`config.mk`:
```
export PLATFORM = sky130hd
export DESIGN_NAME = tm1638_responder
export DESIGN_NICKNAME = d
export VERILOG_FILES = /design/src/rtl/tm1638_pkg.sv /design/src/rtl/tm1638_responder_sio.sv /design/src/rtl/tm1638_responder.sv
export SDC_FILE = /design/constraint.sdc
export NUM_CORES = 1
export LEC_CHECK = 0
export CORE_MARGIN = 3
export CORE_UTILIZATION = 54
export DETAILED_ROUTE_END_ITERATION = 6
export PLACE_DENSITY = 0.92
export SLEW_MARGIN = 20
export SYNTH_ARGS = -nofsm -noshare
export SYNTH_HDL_FRONTEND = slang
export SYNTH_SLANG_ARGS = --single-unit
```
`constraint.sdc`:
```
create_clock -name clk -period 3.17 [get_ports clk]
set_input_delay 0.317 -clock clk [delete_from_list [all_inputs] [get_ports clk]]
set_output_delay 0.317 -clock clk [all_outputs]
set_load 0.02 [all_outputs]
```
`src/rtl/tm1638_pkg.sv`:
```
// Shared definitions for the TM1638 device-side responder: command bytes,
// command-type field values, FSM state enum and the key-scan byte mapping.
package tm1638_pkg;

  localparam logic [7:0] C_READ_KEYS  = 8'h42;
  localparam logic [7:0] C_WRITE_DISP = 8'h40;
  localparam logic [7:0] C_SET_ADDR_0 = 8'hC0;
  localparam logic [7:0] C_DISPLAY_ON = 8'h8F;

  // Command type lives in bits [7:6] of the first byte of a frame
  localparam logic [1:0] CMD_TYPE_NONE = 2'b00;
  localparam logic [1:0] CMD_TYPE_DATA = 2'b01;
  localparam logic [1:0] CMD_TYPE_DISP = 2'b10;
  localparam logic [1:0] CMD_TYPE_ADDR = 2'b11;

  typedef enum logic [2:0] {
    ST_IDLE,
    ST_CMD,
    ST_WRITE,
    ST_READ,
    ST_IGNORE
  } tm1638_rsp_state_t;

  // Four scan bytes packed as {b3, b2, b1, b0}; b0 is shifted out first
  function automatic logic [31:0] key_scan(input logic [7:0] keys);
    return {3'b000, keys[0], 3'b000, keys[4],
            3'b000, keys[1], 3'b000, keys[5],
            3'b000, keys[2], 3'b000, keys[6],
            3'b000, keys[3], 3'b000, keys[7]};
  endfunction

endpackage

```
`src/rtl/tm1638_responder_sio.sv`:
```
// Two-flop synchronizer for the host STB/CLK/DIO lines, with a third stage
// on CLK and STB producing single-cycle rise/fall pulses.
module tm1638_sio_sync (
  input  logic clk,
  input  logic rst,
  input  logic sio_clk,
  input  logic sio_stb,
  input  logic sio_data_in,
  output logic clk_rise,
  output logic clk_fall,
  output logic stb_rise,
  output logic stb_fall,
  output logic stb_level,
  output logic data_bit
);

  logic [2:0] clk_sync_reg;
  logic [2:0] stb_sync_reg;
  logic [1:0] data_sync_reg;

  always_ff @(posedge clk) begin
    if (rst) begin
      clk_sync_reg  <= 3'b111;
      stb_sync_reg  <= 3'b111;
      data_sync_reg <= 2'b00;
    end else begin
      clk_sync_reg  <= {clk_sync_reg[1:0], sio_clk};
      stb_sync_reg  <= {stb_sync_reg[1:0], sio_stb};
      data_sync_reg <= {data_sync_reg[0], sio_data_in};
    end
  end

  assign clk_rise  = clk_sync_reg[1] & ~clk_sync_reg[2];
  assign clk_fall  = ~clk_sync_reg[1] & clk_sync_reg[2];
  assign stb_rise  = stb_sync_reg[1] & ~stb_sync_reg[2];
  assign stb_fall  = ~stb_sync_reg[1] & stb_sync_reg[2];
  assign stb_level = stb_sync_reg[1];
  assign data_bit  = data_sync_reg[1];

endmodule

```
`src/rtl/tm1638_responder.sv`:
```
// TM1638 device-side responder: decodes host commands, holds display RAM and
// returns key scans. Optional protocol-error pulse: TM1638_RESPONDER_PROTO_CHECK_EN.
module tm1638_responder
  import tm1638_pkg::*;
#(
  parameter int clk_mhz = 50
) (
  input  logic            clk,
  input  logic            rst,
  input  logic            sio_clk,
  input  logic            sio_stb,
  input  logic            sio_data_in,
  output logic            sio_data_out,
  output logic            sio_data_out_en,
  input  logic [7:0]      keys,
  output logic [15:0][7:0] disp_ram,
  output logic            display_on,
  output logic [2:0]      brightness,
  output logic            frame_done
`ifdef TM1638_RESPONDER_PROTO_CHECK_EN
  ,
  output logic            proto_err
`endif
);

  logic clk_rise, clk_fall, stb_rise, stb_fall, stb_level, data_bit;

  tm1638_sio_sync u_sio_sync (
    .clk        (clk),
    .rst        (rst),
    .sio_clk    (sio_clk),
    .sio_stb    (sio_stb),
    .sio_data_in(sio_data_in),
    .clk_rise   (clk_rise),
    .clk_fall   (clk_fall),
    .stb_rise   (stb_rise),
    .stb_fall   (stb_fall),
    .stb_level  (stb_level),
    .data_bit   (data_bit)
  );

  tm1638_rsp_state_t state_reg, state_next;
  logic [2:0]        bit_cnt_reg, bit_cnt_next;
  logic [6:0]        shift_reg, shift_next;
  logic [3:0]        addr_reg, addr_next;
  logic              rd_mode_reg, rd_mode_next;
  logic              fixed_reg, fixed_next;
  logic              display_on_reg, display_on_next;
  logic [2:0]        brightness_reg, brightness_next;
  logic [31:0]       scan_reg, scan_next;
  logic [2:0]        rd_byte_reg, rd_byte_next;
  logic              wrote_reg, wrote_next;
  logic              armed_reg, armed_next;
  logic [1:0]        settle_reg, settle_next;
  logic              data_out_reg, data_out_next;
  logic              data_out_en_reg, data_out_en_next;
  logic              frame_done_reg, frame_done_next;
  logic [15:0][7:0]  disp_ram_reg;
  logic              ram_we;
  logic [3:0]        ram_waddr;
  logic [7:0]        ram_wdata;
  logic [7:0]        rx_byte;
  logic              byte_done;
`ifdef TM1638_RESPONDER_PROTO_CHECK_EN
  logic              proto_err_reg, proto_err_next;
`endif

  assign rx_byte   = {data_bit, shift_reg};
  assign byte_done = clk_rise && (bit_cnt_reg == 3'd7);

  always_ff @(posedge clk) begin
    if (rst) begin
      state_reg       <= ST_IDLE;
      bit_cnt_reg     <= '0;
      shift_reg       <= '0;
      addr_reg        <= '0;
      rd_mode_reg     <= 1'b0;
      fixed_reg       <= 1'b0;
      display_on_reg  <= 1'b0;
      brightness_reg  <= '0;
      scan_reg        <= '0;
      rd_byte_reg     <= '0;
      wrote_reg       <= 1'b0;
      armed_reg       <= 1'b0;
      settle_reg      <= '0;
      data_out_reg    <= 1'b0;
      data_out_en_reg <= 1'b0;
      frame_done_reg  <= 1'b0;
      disp_ram_reg    <= '0;
`ifdef TM1638_RESPONDER_PROTO_CHECK_EN
      proto_err_reg   <= 1'b0;
`endif
    end else begin
      state_reg       <= state_next;
      bit_cnt_reg     <= bit_cnt_next;
      shift_reg       <= shift_next;
      addr_reg        <= addr_next;
      rd_mode_reg     <= rd_mode_next;
      fixed_reg       <= fixed_next;
      display_on_reg  <= display_on_next;
      brightness_reg  <= brightness_next;
      scan_reg        <= scan_next;
      rd_byte_reg     <= rd_byte_next;
      wrote_reg       <= wrote_next;
      armed_reg       <= armed_next;
      settle_reg      <= settle_next;
      data_out_reg    <= data_out_next;
      data_out_en_reg <= data_out_en_next;
      frame_done_reg  <= frame_done_next;
`ifdef TM1638_RESPONDER_PROTO_CHECK_EN
      proto_err_reg   <= proto_err_next;
`endif
      if (ram_we) disp_ram_reg[ram_waddr] <= ram_wdata;
    end
  end

  always_comb begin
    state_next       = state_reg;
    bit_cnt_next     = bit_cnt_reg;
    shift_next       = shift_reg;
    addr_next        = addr_reg;
    rd_mode_next     = rd_mode_reg;
    fixed_next       = fixed_reg;
    display_on_next  = display_on_reg;
    brightness_next  = brightness_reg;
    scan_next        = scan_reg;
    rd_byte_next     = rd_byte_reg;
    wrote_next       = wrote_reg;
    data_out_next    = data_out_reg;
    data_out_en_next = data_out_en_reg;
    frame_done_next  = 1'b0;
    ram_we           = 1'b0;
    ram_waddr        = addr_reg;
    ram_wdata        = rx_byte;
`ifdef TM1638_RESPONDER_PROTO_CHECK_EN
    proto_err_next   = 1'b0;
`endif
    // After reset the synchronizer may report a stale STB fall while the host
    // is mid-frame; only accept a new frame once STB has been seen high.
    settle_next = (settle_reg == 2'd3) ? settle_reg : settle_reg + 2'd1;
    armed_next  = armed_reg | ((settle_reg == 2'd3) & stb_level);

    if (stb_rise) begin
      state_next       = ST_IDLE;
      bit_cnt_next     = '0;
      data_out_next    = 1'b0;
      data_out_en_next = 1'b0;
      frame_done_next  = wrote_reg;
      wrote_next       = 1'b0;
`ifdef TM1638_RESPONDER_PROTO_CHECK_EN
      proto_err_next   = (bit_cnt_reg != 3'd0);
`endif
    end else begin
      if (clk_rise && (state_reg != ST_IDLE)) begin
        shift_next   = rx_byte[7:1];
        bit_cnt_next = bit_cnt_reg + 3'd1;
      end
      case (state_reg)
        ST_IDLE: begin
          if (stb_fall && armed_reg) begin
            state_next   = ST_CMD;
            bit_cnt_next = '0;
            wrote_next   = 1'b0;
          end
        end
        ST_CMD: begin
          if (byte_done) begin
            case (rx_byte[7:6])
              CMD_TYPE_DATA: begin
                rd_mode_next = rx_byte[1];
                fixed_next   = rx_byte[2];
                if (rx_byte[1]) begin
                  state_next       = ST_READ;
                  scan_next        = key_scan(keys);
                  rd_byte_next     = '0;
                  data_out_en_next = 1'b1;
                end else begin
                  state_next = ST_IGNORE;
                end
              end
              CMD_TYPE_ADDR: begin
                addr_next  = rx_byte[3:0];
                state_next = ST_WRITE;
              end
              CMD_TYPE_DISP: begin
                display_on_next = rx_byte[3];
                brightness_next = rx_byte[2:0];
                state_next      = ST_IGNORE;
              end
              default: begin
                state_next = ST_IGNORE;
`ifdef TM1638_RESPONDER_PROTO_CHECK_EN
                proto_err_next = 1'b1;
`endif
              end
            endcase
          end
        end
        ST_WRITE: begin
          if (byte_done) begin
            ram_we     = 1'b1;
            wrote_next = 1'b1;
            if (!fixed_reg) addr_next = addr_reg + 4'd1;
          end
        end
        ST_READ: begin
          // Bit index is {byte, bit}; past b3 the link carries zeros
          if (clk_fall && rd_mode_reg)
            data_out_next = rd_byte_reg[2] ? 1'b0 : scan_reg[{rd_byte_reg[1:0], bit_cnt_reg}];
          if (byte_done && !rd_byte_reg[2]) rd_byte_next = rd_byte_reg + 3'd1;
        end
        default: ;
      endcase
    end
  end

  assign disp_ram        = disp_ram_reg;
  assign display_on      = display_on_reg;
  assign brightness      = brightness_reg;
  assign sio_data_out    = data_out_reg;
  assign sio_data_out_en = data_out_en_reg;
  assign frame_done      = frame_done_reg;
`ifdef TM1638_RESPONDER_PROTO_CHECK_EN
  assign proto_err       = proto_err_reg;
`endif

endmodule

```
==> results.tsv, run 1 <==
metric	value	unit
gp_congestion	0.841	
fmax	0.389	GHz
cts_max_level	4	
insertedDiodeCount	0	
drtAntennaViolNets	0	
drive_above_1_share	7.51	%
fp-row-count	40	
clkTransAtPathRegs	60	ps
clock_sinks	177	
drc	0	
path_cells	or3b_1, nor4_4, mux2i_1, nor2_1	
synthesis.nets	697	
drt_wl_total	17700	microns
worst_pin_slew	1020	ps
antenna_found_initial	0	
rrSetupSlack	600	ps
critPathArrivalTime	2870	ps
largest_register_ffs	128	
p_seq_share	51.6	%
slowest_delay	810	ps
vias	5335	
status	finished clean	
syn_area	6930	sq um
grt_max_degree	123	
p_sw	0.879	mW
rsz0062_at_grt	false	
crit_required	3470	ps
io_pins	148	
synth-seq-cells	177	
yosys-top-cells-count	dfxtp_1, nor2_1, mux2i_1	
dr.pass1.iters	5	
synth_top_cell_area_share	51.2	%
crit_fanout	15	
grt_use_total	25.0	%
synth.yosys.seq_area_share	51.2	%
dp_cells	949	
setup_slack	598	ps
fin_setup_tns	0	ps
postPlaceCellArea	8470	sq um
cp-end-kind	flop	
cts_setup_buffers	0	
avgSynthCellArea	10.2	sq um
clk_latency	420	ps
pwr-share-clk	46.4	%
post-synth-top-area-cell	dfxtp_1	
stdcell_area	9040	sq um
relSlewSlack	31.7	%
final_hold_viol_count	0	
startpoint_type	flop	
setup_violations	0	
drtIter0Drc	350	
area_delta_synth_final	30.6	%
clk_path_buf_depth	2	
ys_warn_count	0	
final_nets	821	
root_buffer	clkbuf_16	
grt_pass1_wl	28200	microns
port_buffers	147	
max_cap_violations	0	
die_area	14200	sq um
min_path_type	input pin to flop	
hpwl	11800	microns
ctsHoldBuffers	0	
yosysMostFrequentCell	dfxtp_1	
ctsResizeCount	0	
ys_top_cells_by_area	dfxtp_1, mux2i_1, nor2_1, clkbuf_1, nor4_4	
pwr-share-comb	2.0	%
synth.distinct_cells	48	
p_int	3.47	mW
synth-edff-count	0	
crit_type	flop to flop	
p_leak	3.68	nW
hold-worst-slack	337	ps
cts-buffers-inserted	17	
place_ws	626	ps
vdd_drop_max	0.000484	V
syn_inst	676	
switching_share	20.2	%
fin_crit_sh	81.1	%
die_w	119	microns
cts_tree	yes	
avgRoutedWirePerCell	18.1	microns
grt_pass1_vias	5359	
power_density	481	nW/um^2
fin_cells	980	
initial_core_util	56.5	%
skew	4.81	ps
async_flop_share	0	%
coreArea	12300	sq um
fp.dieH	119	microns
dominantRegCellSynth	dfxtp_1	
cpMaxStageDelayCell	nor4_4	
via_per_inst	5.44	
grt-ovfl-total	0	
fin_crit	2570	ps
slew_viol_final	0	
[cell type report]
| cell class | instances | area [sq um] |
|---|---|---|
| Clock buffer | 27 | 523 |
| Clock inverter | 4 | 47.5 |
| Fill cell | 862 | 3220 |
| Inverter | 5 | 18.8 |
| Multi-Input combinational cell | 442 | 3150 |
| Sequential cell | 177 | 3540 |
| Tap cell | 168 | 210 |
| Timing Repair Buffer | 157 | 1560 |
[layer usage]
| metal | GRT usage, % | vias up | part of all wire [%] |
|---|---|---|---|
| met1 | 28.8 | 2558 | 40 |
| li1 | - | 2553 | - |
| met4 | 9.27 | 0 | 2.7 |
| met2 | 43.3 | 186 | 50 |
| met3 | 8.17 | 38 | 7.0 |
| met5 | 0 | - | 0 |
[cell usage in the layout (no fill, tap or decap), types with 8 or more instances in the layout]
master / netlist / layout
clkdlybuf4s50_1: 0 / 146
nand4_1: 12 / 12
nand2_1: 9 / 9
mux2i_1: 149 / 149
buf_4: 0 / 10
a21oi_1: 10 / 10
dfxtp_1: 177 / 177
clkbuf_16: 0 / 17
ha_1: 8 / 8
nor2_1: 162 / 162
[through the flow]
step / power (mW) / util (%)
global route: 4.46 / 73.8
CTS: 4.37 / 73.8
global placement: 2.37 / 69.1
floorplan: 2.35 / -
detailed placement: 2.38 / 69.1
finish: 4.35 / 73.8
[cell families (layout without fill, tap and decap cells)]
kind of cell,Yosys count,count (layout),synth area share (%)
AO/OA/AOI/OAI,31,31,2.87
XOR/XNOR,2,2,0.253
adder cells (fa/ha/maj),8,8,1.45
buffers and inverters,57,193,3.54
flip-flops,177,177,51.2
multiplexers,152,152,22.3
AND/OR/NAND/NOR,249,249,18.4
[power groups by stage]
stage	logic, mW	registers, mW	clock network [mW]
6_report	0.0870	2.25	2.02
5_1_grt	0.0948	2.25	2.12
4_1_cts	0.0864	2.25	2.04
3_5_place_dp	0.0837	2.29	0
3_3_place_gp	0.0802	2.29	0
2_1_floorplan	0.0580	2.29	0
[final timing paths]
path,from,end,depth (start not counted)
setup / recovery,state_reg[1],disp_ram[124],4
hold / removal,rst,scan_reg[8],2
setup reg to reg,state_reg[1],disp_ram[124],4
hold reg to reg,u_sio_sync.stb_sync_reg[0],u_sio_sync.stb_sync_reg[1],1
[worst max-delay path: cells and delay by family (launching register included)]
family	cells	cell delay [ps]
DFF	1	530
muxes	1	300
and+or+nand+nor	3	1610
Note: power is estimated with default switching activity, not from simulation.
==> run 2: changes to the inputs <==
Settings changed: CORE_UTILIZATION 54 to 46, PLACE_DENSITY 0.92 to 0.84.
Clock period 3.17 ns to 2.1 ns, I/O delays scaled along.
==> results.tsv, run 2 (synthesis gave the netlist of run 1 again) <==
metric	value	unit	change
die_area	16600	sq um	+16%
dr.pass1.iters	4		-1
gp_congestion	0.808		-3.9%
root_buffer	clkbuf_16		
pwr-share-comb	1.9	%	about the same
hpwl	11300	microns	-4.3%
fin_crit	1950	ps	-622 ps
grt_pass1_vias	5229		-2.4%
drt_wl_total	17000	microns	-4.1%
place_ws	186	ps	-440 ps
port_buffers	147		unchanged
p_seq_share	48.8	%	-2.8 points
p_leak	3.85	nW	+4.6%
cp-end-kind	flop		
layout_common_cells	dfxtp_1, nor2_1, mux2i_1, clkdlybuf4s50_1, buf_4		
worst_pin_slew	532	ps	-492 ps
drtIter0Drc	347		-0.86%
grt-ovfl-total	0		unchanged
drc	0		unchanged
crit_required	2400	ps	-1070 ps
postPlaceCellArea	8720	sq um	+2.9%
vias	5293		-0.79%
p_sw	1.35	mW	+54%
grt_pass1_wl	27200	microns	-3.6%
fmax	0.513	GHz	+32%
drive_above_1_share	11.1	%	+3.6 points
final_nets	849		+3.4%
setup_slack	149	ps	-448 ps
clk_latency	430	ps	about the same
setup_violations	0		unchanged
insertedDiodeCount	0		unchanged
avgRoutedWirePerCell	16.6	microns	-8.3%
relSlewSlack	64.5	%	+33 points
fin_setup_tns	0	ps	unchanged
area_delta_synth_final	35.2	%	
status	finished clean		
power_density	741	nW/um^2	+54%
drtAntennaViolNets	0		unchanged
multi_input_area	3150	sq um	about the same
holdPathStages	2		unchanged
fin_crit_sh	92.9	%	+12 points
regArea	3540	sq um	about the same
clock_sinks	177		unchanged
slew_viol_final	0		unchanged
clkTransAtPathRegs	60	ps	about the same
final_hold_viol_count	0		unchanged
max_cap_violations	0		unchanged
critPathArrivalTime	2250	ps	-620 ps
switching_share	19.5	%	-0.72 points
pwr-share-clk	49.3	%	+2.9 points
rsz0062_at_grt	false		
initial_core_util	47.3	%	-9.2 points
clk_path_buf_depth	2		unchanged
finalCoreUtilization	63.9	%	-9.8 points
min_path_type	input pin to flop		
ff2ff_path_depth	6		+2
io_pins	148		unchanged
crit_type	flop to flop		
crit_fanout	15		unchanged
via_per_inst	5.17		-5.1%
cts_tree	yes		
antenna_found_initial	0		unchanged
cts-buffers-inserted	17		unchanged
skew	8.43	ps	+3.62 ps
cts_max_level	4		unchanged
fp-row-count	44		+10%
p_int	5.59	mW	+61%
stdcell_area	9360	sq um	+3.5%
fp.dieH	129	microns	+7.9%
grt_use_total	20.7	%	-4.3 points
grt_max_degree	105		-15%
startpoint_type	flop		
final_common_cell	dfxtp_1		
vdd_drop_max	0.000395	V	-18%
fillers	1156		+34%
die_w	129	microns	+7.9%
largest_register_ffs	128		unchanged
coreArea	14600	sq um	+19%
==> run 2: cell count changes in the layout (fill, tap and decap cells not counted), sizes merged <==
cell,delta
buf,+28
clkbuf,-6
bufinv,+4
clkinvlp,+2
==> run 2: final timing paths <==
path / start / to / slack [ps]
worst max-delay path: state_reg[1] / disp_ram[96] / 150
worst min-delay path: rst / scan_reg[4] / 130
worst max register to register: state_reg[1] / disp_ram[96] / 150
worst min register to register: u_sio_sync.clk_sync_reg[0] / u_sio_sync.clk_sync_reg[1] / 420
==> run 2: critical path, stage by stage, from the launching register on <==
cell and delay [ps]:
dfxtp_1 420, or3b_1 370, buf_4 230, nor4_4 280, buf_4 230, mux2i_1 220
nor2_1 60
==> run 2: final cells by class <==
type / count / share of cell area [%]
clock buffers: 21 / 4.92
inverters: 5 / 0.200
flip-flops and latches: 177 / 37.9
well taps: 184 / 2.46
multi-input cells: 442 / 33.6
repair buffers: 185 / 19.0
clock inverters: 10 / 1.95
==> run 2: power by group through the flow <==
stage	Sequential (mW)	Clock [mW]	Combinational, mW
final	3.39	3.42	0.129
after global routing	3.39	3.61	0.141
after CTS	3.39	3.47	0.131
after detailed placement	3.46	0	0.130
after global placement	3.46	0	0.129
after floorplan	3.46	0	0.0876
==> run 2: repair_timing <==
action                     4_1_cts  5_1_grt
setup endpoints to repair        0        4
hold endpoints to repair         0        0
resized for setup                0        1
hold buffers                     0        0
setup buffers                    0        0
==> run 2: metrics by stage <==
step | total power, mW | std cells | hold WS [ps]
6_report | 6.94 | 1024 | 128
3_3_place_gp | 3.59 | 993 | 394
2_1_floorplan | 3.54 | 676 | 314
3_5_place_dp | 3.59 | 993 | 396
4_1_cts | 6.99 | 1024 | 117
5_1_grt | 7.14 | 1024 | 138
==> run 2: per-layer routing <==
layer / track usage, % / share of wire (%)
met5: 0 / 0
met2: 35.2 / 49
met3: 6.68 / 6.3
met4: 7.29 / 1.9
met1: 24.7 / 43
==> run 3: changes to the inputs <==
--- a/config.mk
+++ b/config.mk
@@ -8,6 +8,7 @@
 export CORE_MARGIN = 3
-export CORE_UTILIZATION = 46
+export CORE_UTILIZATION = 54
 export DETAILED_ROUTE_END_ITERATION = 6
-export PLACE_DENSITY = 0.84
-export SLEW_MARGIN = 20
+export DONT_BUFFER_PORTS = 1
+export PLACE_DENSITY = 0.8
+export SLEW_MARGIN = 30
 export SYNTH_ARGS = -nofsm -noshare
==> constraint.sdc (replaced) <==
create_clock -name clk -period 2.1 [get_ports clk]
set_input_delay 0.525 -clock clk [delete_from_list [all_inputs] [get_ports clk]]
set_output_delay 0.525 -clock clk [all_outputs]
set_load 0.02 [all_outputs]
==> results.tsv, run 3 (synthesis gave the netlist of run 1 again) <==
metric	value	unit	change
status	finished clean		
final_nets	699		-18%
port_buffers	0		-100%
switching_share	19.1	%	-0.35 points
p_leak	3.30	nW	-14%
setup_violations	0		unchanged
clk_latency	420	ps	about the same
p_seq_share	51.6	%	+2.8 points
dr.pass1.iters	5		+1
path_cells	ha_1, ha_1, nand3b_1, buf_12, nor4_4, buf_4, mux2i_1, nor2_1		
root_buffer	clkbuf_16		
grt-ovfl-total	0		unchanged
insertedDiodeCount	0		unchanged
io_pins	148		unchanged
crit_fanout	13		-2
min_path_type	input pin to flop		
rsz0062_at_grt	false		
regArea	3540	sq um	unchanged
path_delay_family	simple AND/OR/NAND/NOR gates		
grt_pass1_wl	26200	microns	-3.5%
crit_type	flop to flop		
cpMostUsedCell	ha_1		
p_int	5.31	mW	-5.0%
die_w	119	microns	-7.3%
slew_viol_final	0		unchanged
clkTransAtPathRegs	60	ps	about the same
holdPathStages	1		-1
antenna_found_initial	0		unchanged
drtIter0Drc	262		-24%
max_cap_violations	0		unchanged
startpoint_type	flop		
pwr-share-clk	47.5	%	-1.8 points
drc	0		unchanged
gr-max-usage-layer	met2		
largest_register_ffs	128		unchanged
clk_path_buf_depth	2		unchanged
cts_tree	yes		
grt_pass1_vias	4739		-9.4%
final_common_cell	dfxtp_1		
area_delta_synth_final	12.2	%	
drtAntennaViolNets	0		unchanged
slowest_delay	360	ps	-60 ps
die_area	14200	sq um	-14%
gp_congestion	0.896		+11%
via_per_inst	5.67		+9.6%
ff2ff_path_depth	8		+2
clock_sinks	177		unchanged
crit_required	2410	ps	about the same
relSlewSlack	55.2	%	-9.3 points
grt.met3_usage	7.88	%	+1.2 points
hpwl	11100	microns	-1.9%
drt_wl_total	16600	microns	-2.4%
multi_input_area	3150	sq um	unchanged
ctsResizeCount	0		unchanged
cts_max_level	4		unchanged
skew	8.91	ps	+0.475 ps
cpMaxStageDelayCell	dfxtp_1		
pwr-share-comb	0.8	%	-1.1 points
cp-end-kind	flop		
fp.dieH	119	microns	-7.3%
groute.layer.met2.usage	37.8	%	+2.7 points
vias	4844		-8.5%
initial_core_util	56.5	%	+9.2 points
final_hold_viol_count	0		unchanged
critPathBufInv	2		unchanged
avgRoutedWirePerCell	19.4	microns	+17%
fin_crit_sh	91.9	%	-0.98 points
grt_max_degree	169		+61%
fmax	0.518	GHz	+1.1%
p_sw	1.26	mW	-7.2%
fillers	955		-17%
path_depth	8		+2
ctsHoldBuffers	0		unchanged
grt_use_met1	28.1	%	+3.4 points
fin_crit	1930	ps	-20.6 ps
cts_setup_buffers	0		unchanged
fp-row-count	40		-9.1%
critPathArrivalTime	2240	ps	about the same
vdd_drop_max	0.000568	V	+44%
cts-buffers-inserted	17		unchanged
fin_setup_tns	0	ps	unchanged
worst_pin_slew	667	ps	+135 ps
drive_above_1_share	12.4	%	+1.3 points
total_power	6.56	mW	-5.4%
grt_use_total	23.4	%	+2.6 points
power_density	845	nW/um^2	+14%
coreArea	12300	sq um	-16%
layout_common_cells	dfxtp_1, nor2_1, mux2i_1, buf_4, clkbuf_16		
[run 3: cell types whose count changed in the layout (fill, tap and decap cells not counted), sizes merged]
cell,previous run,this run
clkdlybuf4s50,146,0
bufinv,5,3
clkbuf,21,22
clkinv,2,3
clkinvlp,3,0
buf,39,35
[run 3: metal layers]
| metal | vias up | share of wire [%] |
|---|---|---|
| li1 | 2306 | - |
| met1 | 2361 | 42 |
| met2 | 143 | 48 |
| met3 | 34 | 6.9 |
| met4 | 0 | 2.5 |
| met5 | - | 0 |
[run 3: path summary, 6_finish.rpt]
path                               from                         end  slack, ps
min reg2reg  u_sio_sync.clk_sync_reg[0]  u_sio_sync.clk_sync_reg[1]        410
min                                 rst                 scan_reg[0]        180
max                      bit_cnt_reg[1]                disp_ram[94]        170
max reg2reg              bit_cnt_reg[1]                disp_ram[94]        170
[run 3: area by class of cell]
type	instances	share of cell area, %
clock buffer	22	5.98
clock inverter	6	1.40
inverter	5	0.242
multi-input combinational	442	40.5
sequential	177	45.6
tap	168	2.71
timing repair buffer	35	3.54
[run 3: stage by stage]
| step | util [%] | hold WS, ps | area [sq um] | std cells | worst slack [ps] |
|---|---|---|---|---|---|
| 2_1_floorplan | - | 389 | 6940 | 676 | 2.83 |
| 3_3_place_gp | 58.7 | 403 | 7190 | 827 | 193 |
| 3_5_place_dp | 58.7 | 400 | 7190 | 827 | 81.9 |
| 4_1_cts | 63.3 | 159 | 7770 | 855 | 66.0 |
| 5_1_grt | 63.4 | 147 | 7770 | 855 | 4.05 |
| 6_report | 63.4 | 183 | 7770 | 855 | 170 |
[run 3: power by group through the flow]
stage	clock network [mW]	logic (mW)	registers (mW)
after floorplan	0	0.0876	3.46
after global placement	0	0.0514	3.46
after detailed placement	0	0.0547	3.46
after CTS	3.16	0.0552	3.39
after global routing	3.32	0.0600	3.39
final	3.12	0.0538	3.39
==> RTL change: new RTL, config.mk and constraints of run 3 <==
`shift_reg` no longer has a reset.
--- a/src/rtl/tm1638_responder.sv
+++ b/src/rtl/tm1638_responder.sv
@@ -72,7 +72,6 @@
     if (rst) begin
       state_reg       <= ST_IDLE;
       bit_cnt_reg     <= '0;
-      shift_reg       <= '0;
       addr_reg        <= '0;
       rd_mode_reg     <= 1'b0;
       fixed_reg       <= 1'b0;
@@ -93,7 +92,6 @@
     end else begin
       state_reg       <= state_next;
       bit_cnt_reg     <= bit_cnt_next;
-      shift_reg       <= shift_next;
       addr_reg        <= addr_next;
       rd_mode_reg     <= rd_mode_next;
       fixed_reg       <= fixed_next;
@@ -112,6 +110,10 @@
 `endif
       if (ram_we) disp_ram_reg[ram_waddr] <= ram_wdata;
     end
+  end
+
+  always_ff @(posedge clk) begin
+    shift_reg <= shift_next;
   end
 
   always_comb begin
Function: same outputs for any inputs over 4 cycles, from zero or initial values and one cycle with rst high; that may be too few to reach the edited logic, so the function may still have changed.
==> RTL change against run 3 <==
Design area grew 1.3%; routed wire length shrank 1.9%; core utilization grew 1.1 points; sequential cell count is the same; first-iteration DRC count grew 33%; sequential power is essentially flat; global-route usage shrank 0.32 points; setup slack lost 87 ps; area after synthesis shrank 0.60%; synthesized cell count shrank 2.2%; power grew 1.1%; critical path type unchanged; critical endpoint is now disp_ram[127].
==> RTL change: results (changes against run 3) <==
stage,metric,value,unit,change
synthesis,syn-num-nets,682,,-2.2%
setup_path,r2r_slack,80,ps,-90 ps
grt,grt_antenna_before_repair,0,,unchanged
synthesis,synth_common_cells,"dfxtp_1 (170), nor2_1 (154), mux2i_1 (144)",,
place,place_area,7200,sq um,+0.10%
setup_path,r2r_end,disp_ram[127],,
routing,wirelength,16300,microns,-1.9%
timing,worst_pin_slew,861,ps,+194 ps
place,place_ws,101,ps,+19.5 ps
place,place.gp.congestion,0.835,,-6.8%
synthesis,yosysUniqueCellTypes,49,,+2.1%
grt,grt_max_degree,164,,-3.0%
routing,viasPerCell,5.69,,+0.48%
grt,grt_usage,23.0,%,-0.32 points
min_path,hp-class,in2reg,,
synthesis,async_flop_share,0,%,unchanged
synthesis,ys_seq_area_share,52.5,%,+1.3 points
layout,n_fill_cell,948,,-0.73%
layout,drive_gt1_share,13.9,%,+1.6 points
power,peakVddDrop,0.000610,V,+7.3%
grt,grt_first_pass_wirelength,25900,microns,-1.1%
synthesis,synth_area_leaders,"dfxtp_1 (49%), mux2i_1 (21%), nor2_1 (8.4%), edfxtp_1 (3.1%), clkbuf_1 (2.3%)",,
layout,largest_register_ffs,128,,unchanged
place,dp_hpwl,10900,microns,-1.7%
clocking,cts_buffers,17,,unchanged
routing,drtIter0Drc,349,,+33%
synthesis,synth_edf_count,7,,+7
place,port_buffers,0,,unchanged
routing,drt_first_pass_iters,5,,unchanged
setup_path,slowest_delay,480,ps,+120 ps
min_path,min_delay_path_depth,1,,unchanged
clocking,worstSkewPairLatency,420,ps,about the same
power,power.leakage,3.45,nW,+4.6%
setup_path,crit_fanout,8,,-5
timing,finalClockSkew,9.04,ps,+0.136 ps
min_path,worst_hold_path.endpoint,disp_ram[60],,
outcome,run_status,completed,,
setup_path,r2r-start,bit_cnt_reg[0],,
grt,grt_pass1_vias,4808,,+1.5%
clocking,clk_path_buf_depth,2,,unchanged
layout,fin_nets,690,,-1.3%
setup_path,cp_slowest_cell,or4_1,,
layout,diodes,0,,unchanged
## RTL change: cell type report
type                       instances  area, sq um  share of cell area (%)
tap                              168          210                    2.67
sequential                       177         3620                    45.9
inverter                           5         18.8                   0.238
clock buffer                      20          457                    5.80
clock inverter                    12          148                    1.88
timing repair buffer              40          353                    4.48
multi-input combinational        428         3070                    39.0
## RTL change: where the power goes
part           switching, mW  total [mW]  internal [mW]  leakage [nW]
Clock                   1.33        3.17           1.85         0.298
Combinational         0.0329      0.0580         0.0251          1.72
Sequential            0.0127        3.40           3.39          1.44
Total                   1.37        6.64           5.26          3.45
## RTL change: per-stage QoR
stage	hold slack, ps	instances
3_3_place_gp	405	815
5_1_grt	155	850
6_report	175	850
2_1_floorplan	389	661
4_1_cts	165	847
3_5_place_dp	400	815
## RTL change: layer usage
layer,track usage (%),vias to the layer above,share of wire (%)
met4,7.89,0,2.2
met2,38.1,195,49
met3,9.78,34,9.3
li1,-,2284,-
met5,0,-,0
met1,26.9,2326,39
## RTL change: kinds of logic after synthesis
kind of cell,share of synthesized area (%)
AND/OR/NAND/NOR,18.1
flip-flops,52.5
multiplexers,21.8
buffers and inverters,3.38
AO/OA/AOI/OAI,2.67
adder cells (fa/ha/maj),1.45
XOR/XNOR,0.127
## RTL change: how the worst max path moves through the flow
stage	start	endpoint	slack, ps	cells after the start
after floorplan	bit_cnt_reg[0]	disp_ram[68]	20	7
after global placement	state_reg[0]	brightness[0]	170	4
after detailed placement	bit_cnt_reg[0]	scan_reg[0]	100	8
after CTS	bit_cnt_reg[0]	disp_ram[114]	70	8
after global routing	bit_cnt_reg[0]	disp_ram[96]	-20	8
final	bit_cnt_reg[0]	disp_ram[127]	80	8
